--- src/rtl/dmem_arb_pkg.sv ---
// Shared types and constants for the data-memory port arbiter.
// Latency: n/a (types and constants only).
// Backpressure: n/a.
package dmem_arb_pkg;

    // FORCE is a one-cycle state in which the RAS wins over the CPU.
    typedef enum logic {NORMAL, FORCE} arb_state_t;

    // Requester that owns the read data returned in the next cycle.
    typedef enum logic [1:0] {NONE, CPU, RAS} rd_owner_t;

    // A RAS access is always a full-word write.
    localparam logic [2:0] RAS_STRCTRL_WR = 3'b100;
    localparam logic [3:0] RAS_WEN_FULL   = 4'hF;

endpackage

--- src/rtl/dmem_arb_starve_ctr.sv ---
// Saturating count of consecutive cycles the RAS has lost to the CPU.
// Latency: the count updates one cycle after inc_i; at_limit_o decodes the current count.
// Backpressure: none; any cycle without inc_i clears the count.
//
// Ports:
//   clk, Rst   - clock and asynchronous active-high reset
//   inc_i      - this cycle is contended (RAS requesting, CPU holding the port)
//   cnt_o      - current wait count
//   at_limit_o - count equals STARVE_LIMIT-1: one more contended cycle forces a grant
module dmem_arb_starve_ctr
    import dmem_arb_pkg::*;
#(
    parameter  int unsigned STARVE_LIMIT = 8,
    localparam int unsigned CNT_W        = $clog2(STARVE_LIMIT + 1)
) (
    input  logic             clk,
    input  logic             Rst,
    input  logic             inc_i,
    output logic [CNT_W-1:0] cnt_o,
    output logic             at_limit_o
);

    logic [CNT_W-1:0] cnt_q;
    logic [CNT_W-1:0] cnt_d;

    always_comb begin
        cnt_d = '0;
        if (inc_i) begin
            // Hold at STARVE_LIMIT rather than wrapping back to zero.
            if (cnt_q == CNT_W'(STARVE_LIMIT)) begin
                cnt_d = cnt_q;
            end else begin
                cnt_d = cnt_q + 1'b1;
            end
        end
    end

    always_ff @(posedge clk or posedge Rst) begin
        if (Rst) begin
            cnt_q <= '0;
        end else begin
            cnt_q <= cnt_d;
        end
    end

    assign cnt_o      = cnt_q;
    assign at_limit_o = (cnt_q == CNT_W'(STARVE_LIMIT - 1));

endmodule

--- src/rtl/dmem_port_arbiter.sv ---
// Shares the data-side memory port between the CPU load/store path and the RAS spill/fill engine.
// Latency: grant and port muxing are combinational; read data returns one cycle after the grant.
// Backpressure: the CPU wins contention. After STARVE_LIMIT lost cycles the CPU is held for one cycle via cpu_hold.
//
// Ports:
//   clk, Rst                 - clock and asynchronous active-high reset
//   cpu_*                    - CPU request (qualified by cpu_sel), cpu_dout load data, cpu_hold stall
//   ras_req/wr/addr/din      - RAS request and payload, held stable until ras_gnt
//   ras_gnt                  - RAS owns the port this cycle
//   ras_rvalid/ras_dout      - RAS read return, one cycle after a read grant
//   mem_*                    - memory port (mem_dout has one-cycle read latency)
//   perf_clr, perf_*         - grant/force counters, present only with DMEM_ARB_PERF_EN defined
//
// Optional feature macro: DMEM_ARB_PERF_EN
module dmem_port_arbiter
    import dmem_arb_pkg::*;
#(
    parameter  int unsigned STARVE_LIMIT = 8,
    localparam int unsigned CNT_W        = $clog2(STARVE_LIMIT + 1)
) (
    input  logic        clk,
    input  logic        Rst,
`ifdef DMEM_ARB_PERF_EN
    input  logic        perf_clr,
    output logic [31:0] perf_cpu,
    output logic [31:0] perf_ras,
    output logic [31:0] perf_force,
`endif
    input  logic        cpu_sel,
    input  logic        cpu_rea,
    input  logic        cpu_wea,
    input  logic [3:0]  cpu_en,
    input  logic [31:0] cpu_addr,
    input  logic [31:0] cpu_din,
    input  logic [2:0]  cpu_storecntrl,
    output logic [31:0] cpu_dout,
    output logic        cpu_hold,
    input  logic        ras_req,
    input  logic        ras_wr,
    input  logic [31:0] ras_addr,
    input  logic [31:0] ras_din,
    output logic        ras_gnt,
    output logic        ras_rvalid,
    output logic [31:0] ras_dout,
    output logic        mem_en,
    output logic [3:0]  mem_wen,
    output logic [31:0] mem_addr,
    output logic [31:0] mem_din,
    output logic [2:0]  mem_strctrl,
    input  logic [31:0] mem_dout
);

    arb_state_t       state_q;
    arb_state_t       state_d;
    rd_owner_t        rd_owner_q;
    rd_owner_t        rd_owner_d;

    logic             cpu_act;
    logic             cpu_own;
    logic             ras_own;
    logic             contended;
    logic             at_limit;
    logic [CNT_W-1:0] wait_cnt;

    assign cpu_act   = cpu_sel & (cpu_rea | cpu_wea);
    assign contended = (state_q == NORMAL) & cpu_act & ras_req;
    assign cpu_own   = (state_q == NORMAL) & cpu_act;
    // FORCE is only entered with ras_req high, and the RAS holds it until granted.
    assign ras_own   = (state_q == FORCE) | (~cpu_act & ras_req);

    dmem_arb_starve_ctr #(
        .STARVE_LIMIT (STARVE_LIMIT)
    ) u_starve (
        .clk        (clk),
        .Rst        (Rst),
        .inc_i      (contended),
        .cnt_o      (wait_cnt),
        .at_limit_o (at_limit)
    );

    // Port mux. When the port is idle the CPU payload is left on the bus with mem_en low.
    always_comb begin
        mem_en      = 1'b0;
        mem_wen     = 4'h0;
        mem_addr    = cpu_addr;
        mem_din     = cpu_din;
        mem_strctrl = cpu_storecntrl;
        if (ras_own) begin
            mem_en      = 1'b1;
            mem_wen     = ras_wr ? RAS_WEN_FULL : 4'h0;
            mem_addr    = ras_addr;
            mem_din     = ras_din;
            mem_strctrl = ras_wr ? RAS_STRCTRL_WR : 3'b000;
        end else if (cpu_own) begin
            mem_en      = 1'b1;
            mem_wen     = cpu_en;
        end
    end

    always_comb begin
        state_d = NORMAL;
        if (contended && at_limit) begin
            state_d = FORCE;
        end
        rd_owner_d = NONE;
        if (ras_own && !ras_wr) begin
            rd_owner_d = RAS;
        end else if (cpu_own && cpu_rea) begin
            rd_owner_d = CPU;
        end
    end

    always_ff @(posedge clk or posedge Rst) begin
        if (Rst) begin
            state_q    <= NORMAL;
            rd_owner_q <= NONE;
        end else begin
            state_q    <= state_d;
            rd_owner_q <= rd_owner_d;
        end
    end

    assign ras_gnt    = ras_own;
    assign cpu_hold   = (state_q == FORCE);
    assign ras_rvalid = (rd_owner_q == RAS);
    assign ras_dout   = mem_dout;
    assign cpu_dout   = mem_dout;

`ifdef DMEM_ARB_PERF_EN
    logic [31:0] cpu_grant_cnt_q;
    logic [31:0] ras_grant_cnt_q;
    logic [31:0] force_cnt_q;

    always_ff @(posedge clk or posedge Rst) begin
        if (Rst) begin
            cpu_grant_cnt_q <= '0;
            ras_grant_cnt_q <= '0;
            force_cnt_q     <= '0;
        end else if (perf_clr) begin
            cpu_grant_cnt_q <= '0;
            ras_grant_cnt_q <= '0;
            force_cnt_q     <= '0;
        end else begin
            if (cpu_own) begin
                cpu_grant_cnt_q <= cpu_grant_cnt_q + 32'd1;
            end
            if (ras_own) begin
                ras_grant_cnt_q <= ras_grant_cnt_q + 32'd1;
            end
            if (state_q == FORCE) begin
                force_cnt_q <= force_cnt_q + 32'd1;
            end
        end
    end

    assign perf_cpu   = cpu_grant_cnt_q;
    assign perf_ras   = ras_grant_cnt_q;
    assign perf_force = force_cnt_q;
`endif

endmodule

--- config.mk ---
export PLATFORM = sky130hd
export DESIGN_NAME = dmem_port_arbiter
export DESIGN_NICKNAME = d
export VERILOG_FILES = /design/src/rtl/dmem_arb_pkg.sv /design/src/rtl/dmem_arb_starve_ctr.sv /design/src/rtl/dmem_port_arbiter.sv
export SDC_FILE = /design/constraint.sdc
export NUM_CORES = 1
export LEC_CHECK = 0
export CORE_AREA = 2 2 120 122
export DETAILED_ROUTE_END_ITERATION = 10
export DIE_AREA = 0 0 122 124
export HOLD_SLACK_MARGIN = 0.06
export PLACE_DENSITY = 0.55
export SLEW_MARGIN = 20
export SYNTH_ARGS = -nofsm -noshare
export SYNTH_HDL_FRONTEND = slang
export SYNTH_SLANG_ARGS = --single-unit
--- constraint.sdc ---
create_clock -name clk -period 1.5 [get_ports clk]
set_clock_uncertainty 0.2 [all_clocks]
set_input_delay 0.15 -clock clk [delete_from_list [all_inputs] [get_ports clk]]
set_output_delay 0.15 -clock clk [all_outputs]
set_load 0.02 [all_outputs]
==> run metrics <==
Power Dens Cells=507 nW/um^2; Die Width=122 microns; clock sinks=7; largest area contributor in the netlist=mux2_2; CP startpoint kind=flop; initial antenna violation count=0; CTS Root Cell=clkbuf_16; failing checks=setup timing; I/O pin count=313; largest net degree at the start of global routing=21; DR DRC count=0; average wire per standard cell=~17 microns; synthesis-to-finish area growth=145%; Logic pwr share=0.695; Worst Path Max Fanout=5; Flop pwr share=0.093; n_diodes=0; most frequent cells in the layout=137 x clkdlybuf4s50_1, 64 x buf_6, 52 x mux2_4; sequential fraction of the synthesis area=0.102; drt total wl=9210 microns; Arrival @ worst endpoint=1.65 ns; Switching Share=0.308; period utilisation layout=1.33; Synth Register Bits=7; status=complete, but fails checks; synth warn=0; # rows=43; Placed Cells=512; R2R Path Start=cpu_hold$_DFF_PP0_; max-cap violations=0; worst reg2reg path depth=7; ranking of synthesized cells by area=mux2_2 39%, buf_4 30%, dfrtp_1 10%, mux2_4 5.3%, a22o_1 2.0%; Post-Syn Instances=around 180; Core Box Area=13700 sq um; total CTS buffers=3; Clk pin slew, worst setup/hold paths=roughly 0.03 ns; Critical Path RT=1.15 ns; Setup-failing EPs final=74; Hold EP=cpu_dout[28]; Via density=around 3.5; first-pass GRT wire length=approximately 12000 microns; Port Buffers=216; Design Power=2120 uW; vias in the first global route=2001; share of layout cells above drive strength 1=0.499; top cell type's share of synthesized area=0.388; syn_nets=355; RR Endpoint=rd_owner_q[1]$_DFF_PP0_; Worst-Margin Slew=a little under 0.3 ns; NetSw=~650 uW; Hold WC Path Type=input pin to output pin; GRT Overall Usage=0.110; Routed Antenna Nets=0; setup slack, reg-to-reg=-0.03 ns; fmax=500 MHz; Post-synth EDFFs=0; Syn Std Cell Area=1710 sq um; Netlist cell types=26; routed vias=1874; commonest non-fill, non-tap cell in the layout=clkdlybuf4s50_1; grt ovf=0; clock latency at the later pin of the worst-skew pair=0.23 ns; Post-Layout Cell Count=529; Routability Congestion=roughly 0.75; CTS tree=yes; Worst slew margin=0.807; Final Hold Violating Endpoints=0; DIE AREA=15100 sq um; Starting Density=0.125; Clock Power Share=0.212; # nets final=526; die height=124 microns; Final min period=2.00 ns; DRT Pass-1 Iters=4; Worst setup EP type=output pin; leak pwr=0.00191 uW; Int Pwr=1470 uW; 1st-iter DRT viols=48; main flop type after synthesis=dfrtp_1; H-tree depth=1; post-DP HPWL=between 6000 and 7000 microns; ys async rst share=1.00; Hold Crit Depth=0; RSZ-0062 raised after global routing=true; max-slew violation count=0; setup ws final=-0.501 ns; Max Buffers Root-to-Sink=2; Syn Area/Cell=9.56 sq um; worst hold start=mem_dout[28]; Crit Path Class=flop to output pin; VDD IR max=approximately 0.00026 V
[flip-flops by register name (all words and copies together), names as in the netlist]
register,flops
u_starve.cnt_o,4
rd_owner_q,2
cpu_hold,1
[power groups by stage]
stage               Clock, uW  Combinational, uW  Sequential (uW)
CTS                       461               1440              198
floorplan                   0                762              199
finish                    450               1480              198
global route              480               1550              199
global placement            0               1260              200
detailed placement          0               1260              200
[through the flow]
step	util	hold slack [ns]	setup slack, ns	TNS (ns)	area [sq um]
2_1_floorplan	-	-0.247	-0.142	-6.18	1750
3_3_place_gp	0.268	0.100	-1.08	-73.10	3680
3_5_place_dp	0.268	0.100	-1.07	-72.66	3680
4_1_cts	0.298	0.100	-0.548	-33.68	4090
5_1_grt	0.305	0.100	-0.548	-35.19	4190
6_report	0.305	0.100	-0.501	-31.61	4190
[timing repair]
item	4_1_cts	5_1_grt
pin swaps	2	2
endpoints found under the setup margin	75	73
endpoints found under the hold margin	7	0
gates cloned	6	0
resized for setup	448	41
hold buffers	1	0
setup buffers	5	3
[cell usage after synthesis, types with 2 or more instances]
cell type and instances:
mux2_2 59, a22o_1 4, and2_1 2, nand3_1 2, dfrtp_1 7, inv_1 4
nor2_1 5, buf_6 2, buf_4 69, nand2_1 2, ha_1 2, nand3b_1 2
mux2_4 6
[how the worst max path moves through the flow]
stage / slack, ns / to / from / depth (start not counted)
after detailed placement: -1.07 / mem_din[31] / cpu_rea / 6
after floorplan: -0.14 / mem_din[25] / cpu_hold$_DFF_PP0_ / 4
after global placement: -1.08 / mem_din[31] / cpu_rea / 6
after global routing: -0.55 / mem_addr[3] / cpu_hold$_DFF_PP0_ / 6
final: -0.50 / mem_addr[3] / cpu_hold$_DFF_PP0_ / 6
after CTS: -0.55 / mem_din[7] / cpu_hold$_DFF_PP0_ / 6
[metal layers]
| metal | global-route usage | share of wire | routed length (microns) | vias to the layer above |
|---|---|---|---|---|
| met3 | 0.0261 | 0.078 | 720 | 18 |
| li1 | - | - | - | 892 |
| met4 | 0.0216 | 0.013 | 120 | 0 |
| met2 | 0.175 | 0.48 | 4410 | 104 |
| met1 | 0.153 | 0.43 | 3960 | 860 |
| met5 | 0 | 0 | 0 | - |
[critical path, cell delays in order (launching register included)]
cell     delay, ns
dfrtp_2       0.41
a21oi_4       0.15
buf_6         0.13
buf_8         0.13
buf_16        0.14
mux2_4        0.31
buf_6         0.13
[layout make-up]
type,count,area [sq um]
inverter,5,26.3
sequential,7,176
multi-input combinational,96,1190
clock buffer,4,78.8
fill,1436,9530
tap,180,225
timing repair buffer,237,2490
[logic make-up (layout without fill, tap and decap cells)]
group	Yosys count	in the layout	synth area share
AO/OA/AOI/OAI	8	8	0.0424
XOR/XNOR	2	2	0.0102
adder cells (fa/ha/maj)	2	2	0.0146
buffers and inverters	76	246	0.328
flip-flops	7	7	0.102
multiplexers	66	66	0.447
AND/OR/NAND/NOR	18	18	0.0549
Note: power is estimated with default switching activity, not from simulation.
